===== config.mk =====
export PLATFORM = sky130hd
export DESIGN_NAME = decode_ctrl
export DESIGN_NICKNAME = d
export VERILOG_FILES = /design/src/rtl/decode_ctrl.sv
export SDC_FILE = /design/constraint.sdc
export NUM_CORES = 1
export LEC_CHECK = 0
export BUFFER_PORTS_ARGS = -buffer_cell sky130_fd_sc_hd__buf_2
export CAP_MARGIN = 25
export CORE_UTILIZATION = 26
export CTS_BUF_LIST = sky130_fd_sc_hd__clkbuf_8 sky130_fd_sc_hd__clkbuf_16
export CTS_CLUSTER_DIAMETER = 80
export DETAILED_ROUTE_END_ITERATION = 8
export GPL_ROUTABILITY_DRIVEN = 0
export GPL_TIMING_DRIVEN = 0
export PLACE_DENSITY_LB_ADDON = 0.25
export SLEW_MARGIN = 40
export SYNTH_ARGS = -nofsm -noshare
export SYNTH_HDL_FRONTEND = slang
export SYNTH_SLANG_ARGS = --single-unit

===== constraint.sdc =====
create_clock -name clk -period 1.95 [get_ports clk]
set_input_delay 0.39 -clock clk [delete_from_list [all_inputs] [get_ports clk]]
set_output_delay 0.39 -clock clk [all_outputs]
set_load 0.02 [all_outputs]

===== src/rtl/decode_ctrl.sv =====
// ---------------------------------------------------------------------------
// decode_ctrl
//
// Decode-stage controller for the pipelined core. It classifies the D-stage
// instruction by opcode, tells the sign-extension unit which immediate format
// to build, and loads the returned immediate together with the decoded
// control bits into the D/E pipeline register. It also detects load-use
// hazards (stalling F/D for one cycle and injecting a bubble into E), honours
// an E-stage flush, and keeps a saturating count of stall cycles.
//
// Ports
//   clk           in   rising-edge clock
//   rst_n         in   asynchronous active-low reset
//   instr_d       in   D-stage instruction
//   valid_d       in   instr_d holds a real instruction
//   ext_imm_d     in   extended immediate returned by the sign-extension unit
//   flush_e       in   kill the instruction entering E (taken branch/jump)
//   imm_src_d     out  immediate format select (combinational from instr_d)
//   stall_fd      out  hold the F and D registers this cycle (combinational)
//   valid_e       out  E-stage instruction valid
//   imm_e         out  registered immediate
//   rd_e/rs1_e/rs2_e out registered register indices
//   reg_write_e, mem_read_e, mem_write_e, alu_src_e, alu_a_pc_e
//                 out  registered controls
//   result_src_e  out  00 ALU, 01 memory, 10 PC+4, 11 immediate
//   illegal_e     out  unknown opcode in E
//   stall_count   out  saturating count of stall cycles
// ---------------------------------------------------------------------------
module decode_ctrl #(
    parameter int DATA_WIDTH     = 32,
    parameter int IMM_WIDTH      = 3,
    parameter int REG_ADDR_WIDTH = 5,
    parameter int CNT_WIDTH      = 16
) (
    input  logic                      clk,
    input  logic                      rst_n,
    input  logic [DATA_WIDTH-1:0]     instr_d,
    input  logic                      valid_d,
    input  logic [DATA_WIDTH-1:0]     ext_imm_d,
    input  logic                      flush_e,
    output logic [IMM_WIDTH-1:0]      imm_src_d,
    output logic                      stall_fd,
    output logic                      valid_e,
    output logic [DATA_WIDTH-1:0]     imm_e,
    output logic [REG_ADDR_WIDTH-1:0] rd_e,
    output logic [REG_ADDR_WIDTH-1:0] rs1_e,
    output logic [REG_ADDR_WIDTH-1:0] rs2_e,
    output logic                      reg_write_e,
    output logic                      mem_read_e,
    output logic                      mem_write_e,
    output logic                      alu_src_e,
    output logic                      alu_a_pc_e,
    output logic [1:0]                result_src_e,
    output logic                      illegal_e,
    output logic [CNT_WIDTH-1:0]      stall_count
);

    localparam logic [6:0] OP_R      = 7'b0110011;
    localparam logic [6:0] OP_IMM    = 7'b0010011;
    localparam logic [6:0] OP_LOAD   = 7'b0000011;
    localparam logic [6:0] OP_JALR   = 7'b1100111;
    localparam logic [6:0] OP_STORE  = 7'b0100011;
    localparam logic [6:0] OP_BRANCH = 7'b1100011;
    localparam logic [6:0] OP_JAL    = 7'b1101111;
    localparam logic [6:0] OP_LUI    = 7'b0110111;
    localparam logic [6:0] OP_AUIPC  = 7'b0010111;

    localparam logic [1:0] RES_ALU = 2'b00;
    localparam logic [1:0] RES_MEM = 2'b01;
    localparam logic [1:0] RES_PC4 = 2'b10;
    localparam logic [1:0] RES_IMM = 2'b11;

    localparam logic [CNT_WIDTH-1:0] CNT_MAX = {CNT_WIDTH{1'b1}};

    // Instruction fields
    logic [6:0]                opcode_d;
    logic [REG_ADDR_WIDTH-1:0] rd_d;
    logic [REG_ADDR_WIDTH-1:0] rs1_d;
    logic [REG_ADDR_WIDTH-1:0] rs2_d;

    assign opcode_d = instr_d[6:0];
    assign rd_d     = instr_d[7 +: REG_ADDR_WIDTH];
    assign rs1_d    = instr_d[15 +: REG_ADDR_WIDTH];
    assign rs2_d    = instr_d[20 +: REG_ADDR_WIDTH];

    // funct3/funct7 are consumed by the execute stage, not here.
    logic unused_funct;
    assign unused_funct = ^{instr_d[DATA_WIDTH-1:25], instr_d[14:12]};

    // Decoded controls for the D-stage instruction
    logic       reg_write_raw;
    logic       reg_write_d;
    logic       mem_read_d;
    logic       mem_write_d;
    logic       alu_src_d;
    logic       alu_a_pc_d;
    logic [1:0] result_src_d;
    logic       illegal_d;
    logic       uses_rs1_d;
    logic       uses_rs2_d;

    always_comb begin
        imm_src_d     = '0;
        reg_write_raw = 1'b0;
        mem_read_d    = 1'b0;
        mem_write_d   = 1'b0;
        alu_src_d     = 1'b0;
        alu_a_pc_d    = 1'b0;
        result_src_d  = RES_ALU;
        illegal_d     = 1'b0;
        uses_rs1_d    = 1'b0;
        uses_rs2_d    = 1'b0;
        case (opcode_d)
            OP_R: begin
                reg_write_raw = 1'b1;
                uses_rs1_d    = 1'b1;
                uses_rs2_d    = 1'b1;
            end
            OP_IMM: begin
                reg_write_raw = 1'b1;
                alu_src_d     = 1'b1;
                uses_rs1_d    = 1'b1;
            end
            OP_LOAD: begin
                reg_write_raw = 1'b1;
                alu_src_d     = 1'b1;
                mem_read_d    = 1'b1;
                result_src_d  = RES_MEM;
                uses_rs1_d    = 1'b1;
            end
            OP_JALR: begin
                reg_write_raw = 1'b1;
                alu_src_d     = 1'b1;
                result_src_d  = RES_PC4;
                uses_rs1_d    = 1'b1;
            end
            OP_STORE: begin
                imm_src_d   = IMM_WIDTH'(3'b001);
                alu_src_d   = 1'b1;
                mem_write_d = 1'b1;
                uses_rs1_d  = 1'b1;
                uses_rs2_d  = 1'b1;
            end
            OP_BRANCH: begin
                imm_src_d  = IMM_WIDTH'(3'b010);
                uses_rs1_d = 1'b1;
                uses_rs2_d = 1'b1;
            end
            OP_JAL: begin
                imm_src_d     = IMM_WIDTH'(3'b011);
                reg_write_raw = 1'b1;
                result_src_d  = RES_PC4;
            end
            OP_LUI: begin
                imm_src_d     = IMM_WIDTH'(3'b100);
                reg_write_raw = 1'b1;
                result_src_d  = RES_IMM;
            end
            OP_AUIPC: begin
                imm_src_d     = IMM_WIDTH'(3'b100);
                reg_write_raw = 1'b1;
                alu_src_d     = 1'b1;
                alu_a_pc_d    = 1'b1;
            end
            default: begin
                illegal_d = 1'b1;
            end
        endcase
    end

    // Writes to x0 are dropped at decode so later stages never see them.
    assign reg_write_d = reg_write_raw & (rd_d != '0);

    // D/E pipeline register state
    logic                      valid_e_q,     valid_e_d;
    logic [DATA_WIDTH-1:0]     imm_e_q,       imm_e_d;
    logic [REG_ADDR_WIDTH-1:0] rd_e_q,        rd_e_d;
    logic [REG_ADDR_WIDTH-1:0] rs1_e_q,       rs1_e_d;
    logic [REG_ADDR_WIDTH-1:0] rs2_e_q,       rs2_e_d;
    logic                      reg_write_e_q, reg_write_e_d;
    logic                      mem_read_e_q,  mem_read_e_d;
    logic                      mem_write_e_q, mem_write_e_d;
    logic                      alu_src_e_q,   alu_src_e_d;
    logic                      alu_a_pc_e_q,  alu_a_pc_e_d;
    logic [1:0]                result_src_e_q, result_src_e_d;
    logic                      illegal_e_q,   illegal_e_d;
    logic [CNT_WIDTH-1:0]      stall_count_q, stall_count_d;

    // A load in E whose destination a valid D instruction reads: the data
    // is not available until after E, so D must wait one cycle.
    logic load_use;
    assign load_use = valid_e_q & mem_read_e_q & (rd_e_q != '0) & valid_d &
                      ((uses_rs1_d & (rs1_d == rd_e_q)) |
                       (uses_rs2_d & (rs2_d == rd_e_q)));

    // A flush kills the D instruction anyway, so there is nothing to hold.
    assign stall_fd = load_use & ~flush_e;

    logic bubble;
    assign bubble = flush_e | load_use | ~valid_d;

    always_comb begin
        valid_e_d      = 1'b0;
        imm_e_d        = '0;
        rd_e_d         = '0;
        rs1_e_d        = '0;
        rs2_e_d        = '0;
        reg_write_e_d  = 1'b0;
        mem_read_e_d   = 1'b0;
        mem_write_e_d  = 1'b0;
        alu_src_e_d    = 1'b0;
        alu_a_pc_e_d   = 1'b0;
        result_src_e_d = RES_ALU;
        illegal_e_d    = 1'b0;
        if (!bubble) begin
            valid_e_d      = 1'b1;
            imm_e_d        = ext_imm_d;
            rd_e_d         = rd_d;
            rs1_e_d        = rs1_d;
            rs2_e_d        = rs2_d;
            reg_write_e_d  = reg_write_d;
            mem_read_e_d   = mem_read_d;
            mem_write_e_d  = mem_write_d;
            alu_src_e_d    = alu_src_d;
            alu_a_pc_e_d   = alu_a_pc_d;
            result_src_e_d = result_src_d;
            illegal_e_d    = illegal_d;
        end
    end

    always_comb begin
        stall_count_d = stall_count_q;
        if (stall_fd && (stall_count_q != CNT_MAX)) begin
            stall_count_d = stall_count_q + 1'b1;
        end
    end

    always_ff @(posedge clk or negedge rst_n) begin
        if (!rst_n) begin
            valid_e_q      <= 1'b0;
            imm_e_q        <= '0;
            rd_e_q         <= '0;
            rs1_e_q        <= '0;
            rs2_e_q        <= '0;
            reg_write_e_q  <= 1'b0;
            mem_read_e_q   <= 1'b0;
            mem_write_e_q  <= 1'b0;
            alu_src_e_q    <= 1'b0;
            alu_a_pc_e_q   <= 1'b0;
            result_src_e_q <= RES_ALU;
            illegal_e_q    <= 1'b0;
            stall_count_q  <= '0;
        end else begin
            valid_e_q      <= valid_e_d;
            imm_e_q        <= imm_e_d;
            rd_e_q         <= rd_e_d;
            rs1_e_q        <= rs1_e_d;
            rs2_e_q        <= rs2_e_d;
            reg_write_e_q  <= reg_write_e_d;
            mem_read_e_q   <= mem_read_e_d;
            mem_write_e_q  <= mem_write_e_d;
            alu_src_e_q    <= alu_src_e_d;
            alu_a_pc_e_q   <= alu_a_pc_e_d;
            result_src_e_q <= result_src_e_d;
            illegal_e_q    <= illegal_e_d;
            stall_count_q  <= stall_count_d;
        end
    end

    assign valid_e      = valid_e_q;
    assign imm_e        = imm_e_q;
    assign rd_e         = rd_e_q;
    assign rs1_e        = rs1_e_q;
    assign rs2_e        = rs2_e_q;
    assign reg_write_e  = reg_write_e_q;
    assign mem_read_e   = mem_read_e_q;
    assign mem_write_e  = mem_write_e_q;
    assign alu_src_e    = alu_src_e_q;
    assign alu_a_pc_e   = alu_a_pc_e_q;
    assign result_src_e = result_src_e_q;
    assign illegal_e    = illegal_e_q;
    assign stall_count  = stall_count_q;

endmodule


* Yosys cells after proc, flatten, opt, wreduce, memory -nomap -nowiden
Cells that the tools add are included.
** Word-level totals
- Input port bits :: 68
- Output and inout port bits :: 76
- Bits in registers :: 72
- Logic and storage cells :: 71
** Operators by class
- Mux-type cells :: 22
- Reductions and logical operators :: 10
- Add/sub/neg operators :: 1
- Eq/ne operators :: 12
- Bitwise logic cells :: 13
** Operator list (count)
- 2-to-1 mux 32 bit :: 1
- equality test 7 x 6 -> 1 bit, second input constant :: 3
- equality test 7 bit, second input constant :: 3
- adder 16 x 1 -> 16 bit, second input constant :: 1
- inequality test 16 bit, second input constant :: 1
- 2-to-1 mux 1 bit :: 15
- 2-to-1 mux 5 bit :: 3
- equality test 7 x 5 -> 1 bit, second input constant :: 2
- case mux 3 bit (4 select lines) :: 1
- equality test 5 bit :: 2
- nonzero test 5 bit :: 2
- OR reduction 9 bit :: 1
- bitwise AND 1 bit :: 8
- equality test 7 x 2 -> 1 bit, second input constant :: 1
- OR reduction 7 bit :: 1
- case mux 2 bit (3 select lines) :: 1
- OR reduction 6 bit :: 1
- OR reduction 5 bit :: 1
- OR reduction 2 bit :: 2
- bitwise OR 1 bit :: 3
- OR reduction 3 bit :: 1
- 2-to-1 mux 2 bit :: 1
- NOT 1 bit :: 2
- logical AND 1 bit :: 1

* Longest topological paths before layout
Gate-level depths: netlist (run 1).
- Depth after elaboration :: 9
- Gate-level depth with buffers :: 9
- Mapped depth without buffers :: 7

* Worst setup path after synthesis (run 1)
OpenSTA, ideal clock, no wires.
- Kind :: input to output
- Start :: input instr_d[2]
- End :: output stall_fd
- Path slack :: -0.215 ns
- Data required time :: 1.560 ns
- Buffers on the path :: 2
- Stages :: 6
- Arrival :: 1.775 ns
- Cell sequence :: buf_2 or2_4 a2111oi_4 o21ai_2 buf_2 nor2_1
** Between the ends
- Longest elaborated chain between the ends :: 7
- Elaborated cells on any way between the ends :: 15
- Classes of those cells :: eq/ne (6); mux (2); bitwise (5); reduce/logical (2)
** Ends and longest elaborated chain
- start: declaration :: RTL line 37 : input logic [DATA_WIDTH-1:0] instr_d,
- equality test 7 bit (tied with other cells) :: RTL line 113 : case (opcode_d)
- OR reduction 6 bit (no source line) / OR reduction 3 bit (equally long branches)
- 2-to-1 mux 1 bit :: RTL line 113
- bitwise AND 1 bit (on tied branches) :: RTL line 193, 194
- bitwise OR 1 bit * :: RTL line 193 : ((uses_rs1_d & (rs1_d == rd_e_q)) |
- bitwise AND 1 bit * :: RTL line 192 : assign load_use = valid_e_q & mem_read_e_q & (rd_e_q != '0) & valid_d &
- bitwise AND 1 bit * :: RTL line 197 : assign stall_fd = load_use & ~flush_e;
- end: declaration :: RTL line 42 : output logic stall_fd,
Every way passes the cells marked *; elsewhere a longest branch is shown, timed or not.

* Worst setup path after layout (run 1)
- Start :: register rd_e_q[0] (netlist: rd_e[0])
- End :: output stall_fd
** Between the ends
- Longest elaborated chain between the ends :: 5
- Elaborated cells on any way between the ends :: 10
- Classes of those cells :: eq/ne (2); bitwise (7); reduce/logical (1)
** Ends and longest elaborated chain
- start: declaration :: RTL line 177 : logic [REG_ADDR_WIDTH-1:0] rd_e_q, rd_e_d;
- start signal: assignment :: RTL line 256 : rd_e_q <= rd_e_d;
- equality test 5 bit (tied with other cells) :: RTL line 193
- bitwise AND 1 bit (on tied branches) :: RTL line 193, 192, 194
- bitwise OR 1 bit / bitwise AND 1 bit (equally long branches) :: RTL line 193, 192
- bitwise AND 1 bit * :: RTL line 192
- bitwise AND 1 bit * :: RTL line 197
Marked as above.

==> flow_summary.ini, run 1 <==
[run_status]
result_of_the_run = complete, but fails checks
failed_checks = setup timing

[placed_design]
dp_hpwl_um = 5650
dp.cells = 526
io_buffer_count = 131
placed_area_um2 = 3920

[die]
placementRows = 38
floorplan.initialDensity = 0.272
fp.dieArea_um2 = 12000
floorplan.io_pins = 144
fp.dieH_um = 109
die_width_um = 109
design.core.area_um2 = 11000

[cells_and_area]
antennaDiodeCount = 0
syn_to_final_growth_pct = 59.4
fin_nets = 492
mostFrequentLayoutCell = buf_2
commonest_cells_after_routing_fill_and_taps_aside = 130 x buf_2, 69 x dfrtp_1, 25 x and2_1
finish.utilization = 0.434
post_layout_nonfiller_instances = 568
finish.instance_area_um2 = 4780
layout-drive-gt1-share = 0.561

[sta]
grt_setup_unrepaired = yes
report.final.hold_viol_count = 0
fin_ws_ns = -0.392
final.min_clock_period_ns = 2.34
slew_violations = 0
finalSetupTns_ns = -11.86
max_freq_mhz = 427
fin_worst_hold_slack_ns = 0.262
timing.slew.headroom = 0.741
fin_crit_sh = 1.20
worst_slew_pin_slew_ns = 0.389
final.setup_skew_ns = 0.00529
setup_viol = 72

[drt]
detail-route-antenna-nets = 0
drc_errors = 0
drt-initial-drc-count = 64
routed_via_density = 4.44
routed-via-count = 2524
wl_per_cell_um = 14.8
totalWireLength_um = 8430
detailedRoute.firstPassIterationCount = 4

[setup_path]
worst-r2r-cell-count = 9
reg2reg_from = rd_e[0]
cp_data_required_time_ns = 1.56
critical_path_sink_type = primary output
path_class = reg2out
crit_fanout = 4
r2r_slack_ns = -0.37
startpoint_type = flip-flop
worst_r2r_endpoint = stall_count[14]
cp.arrival_ns = 1.95

[grt]
globalRouteTotalUtil = 0.148
first_global_vias = 2507
grt_start_max_net_pins = 38
congestion_overflow_gr = 0
global_route.usage.met3 = 0.0344
groute.layer.met2.usage = 0.248
busiest_layer = met2
grt_pass1_wl_um = 12900
grt_antenna_before_repair = 0
grt_util_met1 = 0.174

[logic_synthesis]
mappedNetlistNets = 323
syn_area_um2 = 3000
yosys.area_share.adder = 0.00417
post_synth_num_cell_types = 40
synth-async-reset-ratio = 1.00
synth_largest_area_cell = dfrtp_1
most_common_flop_cell_mapped_by_yosys = dfrtp_1
dominant_combinational_cell_family_by_area_after_synthesis = simple AND/OR/NAND/NOR gates
ys_seq_elements = 72
synth_edf_count = 0
muxShareOfSynthArea = 0.0146
synth.top_cells.by_area = dfrtp_1 60%, and2_1 10%, xnor2_1 3.2%
synthSimpleGateAreaFrac = 0.246
sequential_element_share_of_the_synthesized_area = 0.601
synth_xor_area_frac = 0.0696
yosys_warnings = 0
syn-instance-count = 254
yosys.area.top_type_share = 0.601
synth-compound-area-share = 0.0384
syn-mean-instance-area_um2 = 11.8

[clock_tree]
clkTransAtPathRegs_ns = 0.06
clk_path_buf_depth = 2
cts_max_level = 3
cts.root.buffer_cell = clkbuf_16
numCtsBuffers = 9
sinks_on_clock_net = 72
cts_tree = yes
worstSkewPairLatency_ns = 0.34

[hold_path]
min-delay-start = ext_imm_d[30]
hp-class = in2reg
number_of_instances_on_the_worst_hold_path = 2
min_delay_worst_endpoint = imm_e[30]

[job]
drv_cap = 0

[power]
total_power_divided_by_cell_area_nw_per_um2 = 810
worst_ir_drop_vdd_mv = 0.683
leakage_power_uw = 0.00252
## power breakdown
part / internal [uW] / switching [uW] / leakage (uW)
Combinational: 177 / 203 / 0.00139
Clock: 1320 / 630 / 0.000172
Sequential: 1530 / 14.7 / 0.000959
Total: 3030 / 847 / 0.00252
## synthesized netlist by cell type (2+ instances only)
cell / n
a21oi_1: 3
and2_1: 48
and3_1: 3
and3b_1: 2
buf_2: 4
clkbuf_1: 2
clkbuf_2: 4
dfrtp_1: 72
inv_1: 5
mux2_2: 3
nand2_1: 10
nand2b_1: 2
nand3_1: 10
nand4_1: 5
nor2_1: 11
nor2b_1: 2
nor3_1: 9
nor3b_1: 3
nor4_1: 3
nor4_2: 4
o21a_1: 3
o21ai_0: 5
or4_1: 4
xnor2_1: 11
xor2_1: 11
## final cells by class
class | instances | area, um2
Timing Repair Buffer | 159 | 966
Clock buffer | 11 | 253
Inverter | 6 | 22.5
Fill cell | 1085 | 6250
Tap cell | 140 | 175
Buffer | 10 | 118
Clock inverter | 5 | 103
Sequential cell | 72 | 1810
Multi-Input combinational cell | 165 | 1340
## logic make-up (layout without fill, tap and decap cells)
group,count (synthesis),after routing
simple gates,122,122
flops,72,72
fa+ha+maj,1,1
buf+inv,17,191
compound gates,15,15
xor+xnor,23,23
mux,4,4
## sequential cells by signal (all words and copies together), names as in the netlist
register      count
valid_e           1
alu_a_pc_e        1
mem_write_e       1
imm_e            32
mem_read_e        1
result_src_e      2
rs2_e             5
rd_e              5
illegal_e         1
rs1_e             5
stall_count      16
reg_write_e       1
alu_src_e         1
## worst max-delay path by stage
| stage | startpoint | end | slack (ns) |
|---|---|---|---|
| 6_report | rd_e[0] | stall_fd | -0.39 |
| 5_1_grt | rd_e[0] | stall_fd | -0.52 |
| 4_1_cts | rd_e[0] | stall_fd | -0.45 |
| 3_5_place_dp | instr_d[3] | stall_fd | -0.53 |
| 3_3_place_gp | rd_e[1] | imm_e[29] | -0.52 |
| 2_1_floorplan | instr_d[2] | stall_count[5] | -0.09 |
## metal layers
| layer | routed length [um] | vias up |
|---|---|---|
| met3 | 416 | 15 |
| met4 | 189 | 0 |
| met5 | 0 | - |
| met2 | 4350 | 83 |
| li1 | - | 1194 |
| met1 | 3480 | 1232 |
## per-stage QoR
stage	setup WS [ns]	total power, uW
after floorplan	-0.0861	1740
after global routing	-0.523	4040
after CTS	-0.449	3960
after global placement	-0.525	1890
final	-0.392	3880
after detailed placement	-0.527	1910
## critical path, stage by stage (launching register included)
cell     delay (ns)
dfrtp_2        0.45
xnor2_2        0.21
nand4_1        0.20
nor4_4         0.29
o21ai_4        0.11
buf_6          0.14
nor2_4         0.08
buf_6          0.12
## repair_timing
item | in CTS | in global routing
pin swaps | 10 | 11
hold buffers | 1 | 0
endpoints found under the hold margin | 35 | 0
setup endpoints to repair | 73 | 73
gates resized for setup | 55 | 17
setup buffers | 11 | 9
gates cloned | 6 | 0
(Power assumes the default switching activity.)
==> inputs of run 2 (changes only) <==
- CELL_PAD_IN_SITES_DETAIL_PLACEMENT: not set -> 0
- CELL_PAD_IN_SITES_GLOBAL_PLACEMENT: not set -> 1
- SLEW_MARGIN: 40 -> 0
==> run 2 against run 1 <==
  * The flow finishes with violations (hold timing, setup timing)
  * Global-route usage decreased by 1.1 points
  * Hold slack got worse by 0.26 ns
  * Setup slack got worse by 0.0065 ns
  * Critical path depth unchanged
  * Register-to-register slack improved by 0.07 ns
  * Core utilization decreased by 2.4 points
  * Combinational power decreased by 10%
  * Via count decreased by 4.5%
  * Clock power decreased by 14%
  * Cell count decreased by 2.5%
  * Non-clock buffer count decreased by 14
==> flow_summary.ini, run 2 (synthesized netlist as in run 1, its figures left out) <==
[drt]
detail-route-antenna-nets = 0
detailedRoute.firstPassIterationCount = 4
routed_via_density = 4.35
wl_per_cell_um = 14.2
totalWireLength_um = 7870
drc_errors = 0
routed-via-count = 2410
drt-initial-drc-count = 60

[cells_and_area]
mostFrequentLayoutCell = buf_2
finish.instance_area_um2 = 4520
layout-drive-gt1-share = 0.481
antennaDiodeCount = 0
fin_nets = 479
largest_reg_flops = 32
post_layout_nonfiller_instances = 554
fill_cells = 1119
syn_to_final_growth_pct = 50.6
commonest_cells_after_routing_fill_and_taps_aside = 130 x buf_2, 69 x dfrtp_1, 48 x and2_1

[setup_path]
cpPeakStageDelay_ns = 0.45
path_class = reg2out
startpoint_type = flip-flop
cpMaxStageDelayCell = dfrtp_2
crit_fanout = 3
critPathMostFrequentCell = buf_6
critical_path_sink_type = primary output
cp.arrival_ns = 1.96
setup.worst_path.start = rd_e[0]
timing.critical_path.cells = xnor2_2 -> nand4_1 -> nor4_4 -> o21ai_4 -> buf_6 -> nor2_4 -> buf_6
worst_r2r_endpoint = stall_count[5]
reg2reg_from = rd_e[0]
r2r_slack_ns = -0.30
cp_data_required_time_ns = 1.56
worst-r2r-cell-count = 7

[sta]
timing.slew.headroom = 0.671
slew_violations = 0
fin_worst_hold_slack_ns = -0.00228
worst_slew_pin_slew_ns = 0.490
final.setup_skew_ns = 0.00696
fin_ws_ns = -0.398
fin_crit_sh = 1.20
report.final.hold_viol_count = 1
grt_setup_unrepaired = yes
final.min_clock_period_ns = 2.35
setup_viol = 72
max_freq_mhz = 426

[grt]
grt_start_max_net_pins = 40
first_global_vias = 2349
globalRouteTotalUtil = 0.137
grt_pass1_wl_um = 12100
grt_antenna_before_repair = 0
congestion_overflow_gr = 0

[die]
placementRows = 38
floorplan.io_pins = 144
fp.dieH_um = 109
die_width_um = 109
floorplan.initialDensity = 0.272
design.core.area_um2 = 11000
fp.dieArea_um2 = 12000

[clock_tree]
numCtsBuffers = 9
cts_tree = yes
worstSkewPairLatency_ns = 0.33
cts.root.buffer_cell = clkbuf_16
clk_path_buf_depth = 2
clkTransAtPathRegs_ns = 0.06
holdBufCountCts = 0
sinks_on_clock_net = 72
cts_max_level = 3

[power]
worst_ir_drop_vdd_mv = 0.356
total_power_divided_by_cell_area_nw_per_um2 = 791
leakage_power_uw = 0.00237

[run_status]
failed_checks = hold timing, setup timing
result_of_the_run = complete, but fails checks

[hold_path]
hp-class = in2async

[placed_design]
placed_area_um2 = 3910
io_buffer_count = 131
dp_hpwl_um = 5770
dp.cells = 526

[job]
drv_cap = 0
-- run 2: routing by layer --
metal / share of wire / routed length [um] / GRT usage
met3: 0.053 / 418 / 0.0368
met2: 0.51 / 4000 / 0.227
met5: 0 / 0 / 0
met4: 0.015 / 121 / 0.0571
met1: 0.42 / 3330 / 0.168
-- run 2: worst max path at each step --
stage,end,cells after the start
2_1_floorplan,stall_count[5],6
3_3_place_gp,stall_fd,8
3_5_place_dp,stall_fd,8
4_1_cts,stall_fd,7
5_1_grt,stall_fd,7
6_report,stall_fd,7
-- run 2: metrics by stage --
stage	setup TNS [ns]	worst slack, ns	util	total power [uW]
floorplan	-0.806	-0.0861	-	1740
global placement	-23.16	-0.504	0.353	1900
detailed placement	-23.60	-0.517	0.355	1910
CTS	-15.22	-0.387	0.405	3620
global route	-23.35	-0.452	0.410	3720
finish	-14.13	-0.398	0.410	3570
-- run 2: layout make-up --
class                      instances  area (um2)  area share
clock buffer                      12         267      0.0590
multi-input combinational        166        1280       0.283
inverter                           6        22.5     0.00498
clock inverter                     3        41.3     0.00914
buffer                            11         133      0.0294
sequential                        72        1810       0.400
timing repair buffer             144         795       0.176
tap                              140         175      0.0388
-- run 2: worst max-delay path, delay by kind of cell (launching register included) --
kind,cells,cell delay (ns)
xor gates and xnor gates,1,0.12
buffers and inverters,2,0.26
and+or+nand+nor,3,0.71
AOI/OAI and AO/OA,1,0.09
DFF,1,0.45
-- run 2: repair_timing --
item | CTS | global route
gates cloned | 1 | 0
pin swaps | 9 | 6
endpoints found under the setup margin | 73 | 73
gates resized for setup | 27 | 11
setup buffers | 11 | 1
-- run 2: where the power goes --
group / leakage, uW / switching, uW / internal [uW] / total [uW]
combinational: 0.00126 / 195 / 148 / 342
clock: 0.000152 / 598 / 1080 / 1680
sequential: 0.000959 / 13.9 / 1540 / 1550
==> inputs of run 3 (changes only) <==
- SETUP_SLACK_MARGIN: not set -> 0.4
==> run 3 against run 2 <==
  * Via count grew 3.4%
  * Count of clock-buffer cells in the layout is 2 higher
  * Combinational power up 8.8%
  * The flow finishes with violations (setup timing)
  * Setup slack improved by 0.079 ns
  * Core utilization is 2.6 points higher
  * Highest routed layer unchanged
  * Fmax rose by 3.5%
  * Hold slack better by 0.26 ns
  * Design area up 6.5%
  * Clock power fell by 2%
  * Cell count rose by 2.2%
  * Routed wire length grew 8.4%
==> flow_summary.ini, run 3 (synthesized netlist as in run 1, its figures left out) <==
[run_status]
result_of_the_run = complete, but fails checks
failed_checks = setup timing

[drt]
drt-initial-drc-count = 63
detail-route-antenna-nets = 0
wl_per_cell_um = 15.1
routed-via-count = 2491
totalWireLength_um = 8530
detailedRoute.firstPassIterationCount = 4
routed_via_density = 4.40
drc_errors = 0

[cells_and_area]
syn_to_final_growth_pct = 60.3
antennaDiodeCount = 0
fin_nets = 490
commonest_cells_after_routing_fill_and_taps_aside = 123 x buf_2, 68 x dfrtp_1, 48 x and2_1
layout-drive-gt1-share = 0.526
post_layout_nonfiller_instances = 566
finish.utilization = 0.436
mostFrequentLayoutCell = buf_2
largest_reg_flops = 32

[grt]
grt_antenna_before_repair = 0
globalRouteTotalUtil = 0.145
grt_pass1_wl_um = 12800
first_global_vias = 2481
grt_start_max_net_pins = 44
congestion_overflow_gr = 0

[setup_path]
path_class = reg2out
setup.worst_path.start = rd_e[2]
critical_path_sink_type = primary output
cp.arrival_ns = 1.88
crit_fanout = 3
reg2reg_from = stall_count[0]
r2r_slack_ns = -0.28
startpoint_type = flip-flop
cp_data_required_time_ns = 1.56

[clock_tree]
cts_max_level = 3
cts_tree = yes
cts.root.buffer_cell = clkbuf_16
worstSkewPairLatency_ns = 0.33
numCtsBuffers = 9
sinks_on_clock_net = 72
clk_path_buf_depth = 2
clkTransAtPathRegs_ns = 0.06

[placed_design]
io_buffer_count = 131
dp.cells = 526
dp_hpwl_um = 5760

[die]
floorplan.initialDensity = 0.272
fp.dieH_um = 109
placementRows = 38
floorplan.io_pins = 144
fp.dieArea_um2 = 12000
design.core.area_um2 = 11000
die_width_um = 109

[sta]
max_freq_mhz = 441
report.final.hold_viol_count = 0
timing.slew.headroom = 0.617
slew_violations = 0
final.setup_skew_ns = 0.00470
final.min_clock_period_ns = 2.27
fin_worst_hold_slack_ns = 0.262
worst_slew_pin_slew_ns = 0.570
finalSetupTns_ns = -12.19
fin_ws_ns = -0.319
setup_viol = 72
fin_crit_sh = 1.16
grt_setup_unrepaired = yes

[job]
drv_cap = 0

[hold_path]
hp-class = in2reg
min-delay-start = ext_imm_d[20]

[power]
leakage_power_uw = 0.00258
total_power_uw = 3560
worst_ir_drop_vdd_mv = 0.481
total_power_divided_by_cell_area_nw_per_um2 = 741
-- run 3: timing repair --
| action | CTS | global route |
|---|---|---|
| setup endpoints to repair | 76 | 76 |
| cloned | 0 | 1 |
| hold buffers | 1 | 0 |
| pin swaps | 10 | 23 |
| resized for setup | 36 | 39 |
| buffers inserted | 9 | 13 |
| hold endpoints to repair | 6 | 0 |
-- run 3: worst max-delay path, cell delays in order (launching register included) --
cell,delay [ns]
dfrtp_2,0.42
buf_6,0.13
or4_4,0.49
o211ai_1,0.17
buf_4,0.18
nor2_4,0.04
buf_6,0.12
-- run 3: path summary, 6_finish.rpt --
| path | end | depth (start not counted) |
|---|---|---|
| max in group asynchronous | rd_e[3] | 3 |
| min reg2reg | stall_count[8] | 1 |
| max | stall_fd | 6 |
| min | imm_e[20] | 2 |
| min in group asynchronous | imm_e[5] | 2 |
| max reg2reg | stall_count[5] | 7 |
-- run 3: stage by stage --
stage / worst slack [ns] / area [um2]
2_1_floorplan: -0.0861 / 3100
3_5_place_dp: -0.477 / 3970
5_1_grt: -0.433 / 4810
3_3_place_gp: -0.499 / 3940
6_report: -0.319 / 4810
4_1_cts: -0.404 / 4550
-- run 3: where the power goes --
group          total [uW]  switching [uW]  internal [uW]  leakage [uW]
registers            1550            14.1           1540      0.000958
clock network        1640             611           1030      0.000152
logic                 372             204            168       0.00147
total                3560             829           2730       0.00258
-- run 3: layer usage --
metal | up-vias | wire, um | track usage
met5 | - | 0 | 0
met4 | 0 | 190 | 0.0790
met3 | 12 | 384 | 0.0326
met2 | 68 | 4470 | 0.245
met1 | 1225 | 3490 | 0.170
li1 | 1186 | - | -
-- run 3: layout make-up --
class	count	area (um2)
tap	140	175
buffer	11	136
fill	1094	6220
clock inverter	2	11.3
timing repair buffer	156	978
multi-input combinational	165	1390
clock buffer	14	294
sequential	72	1810
inverter	6	22.5
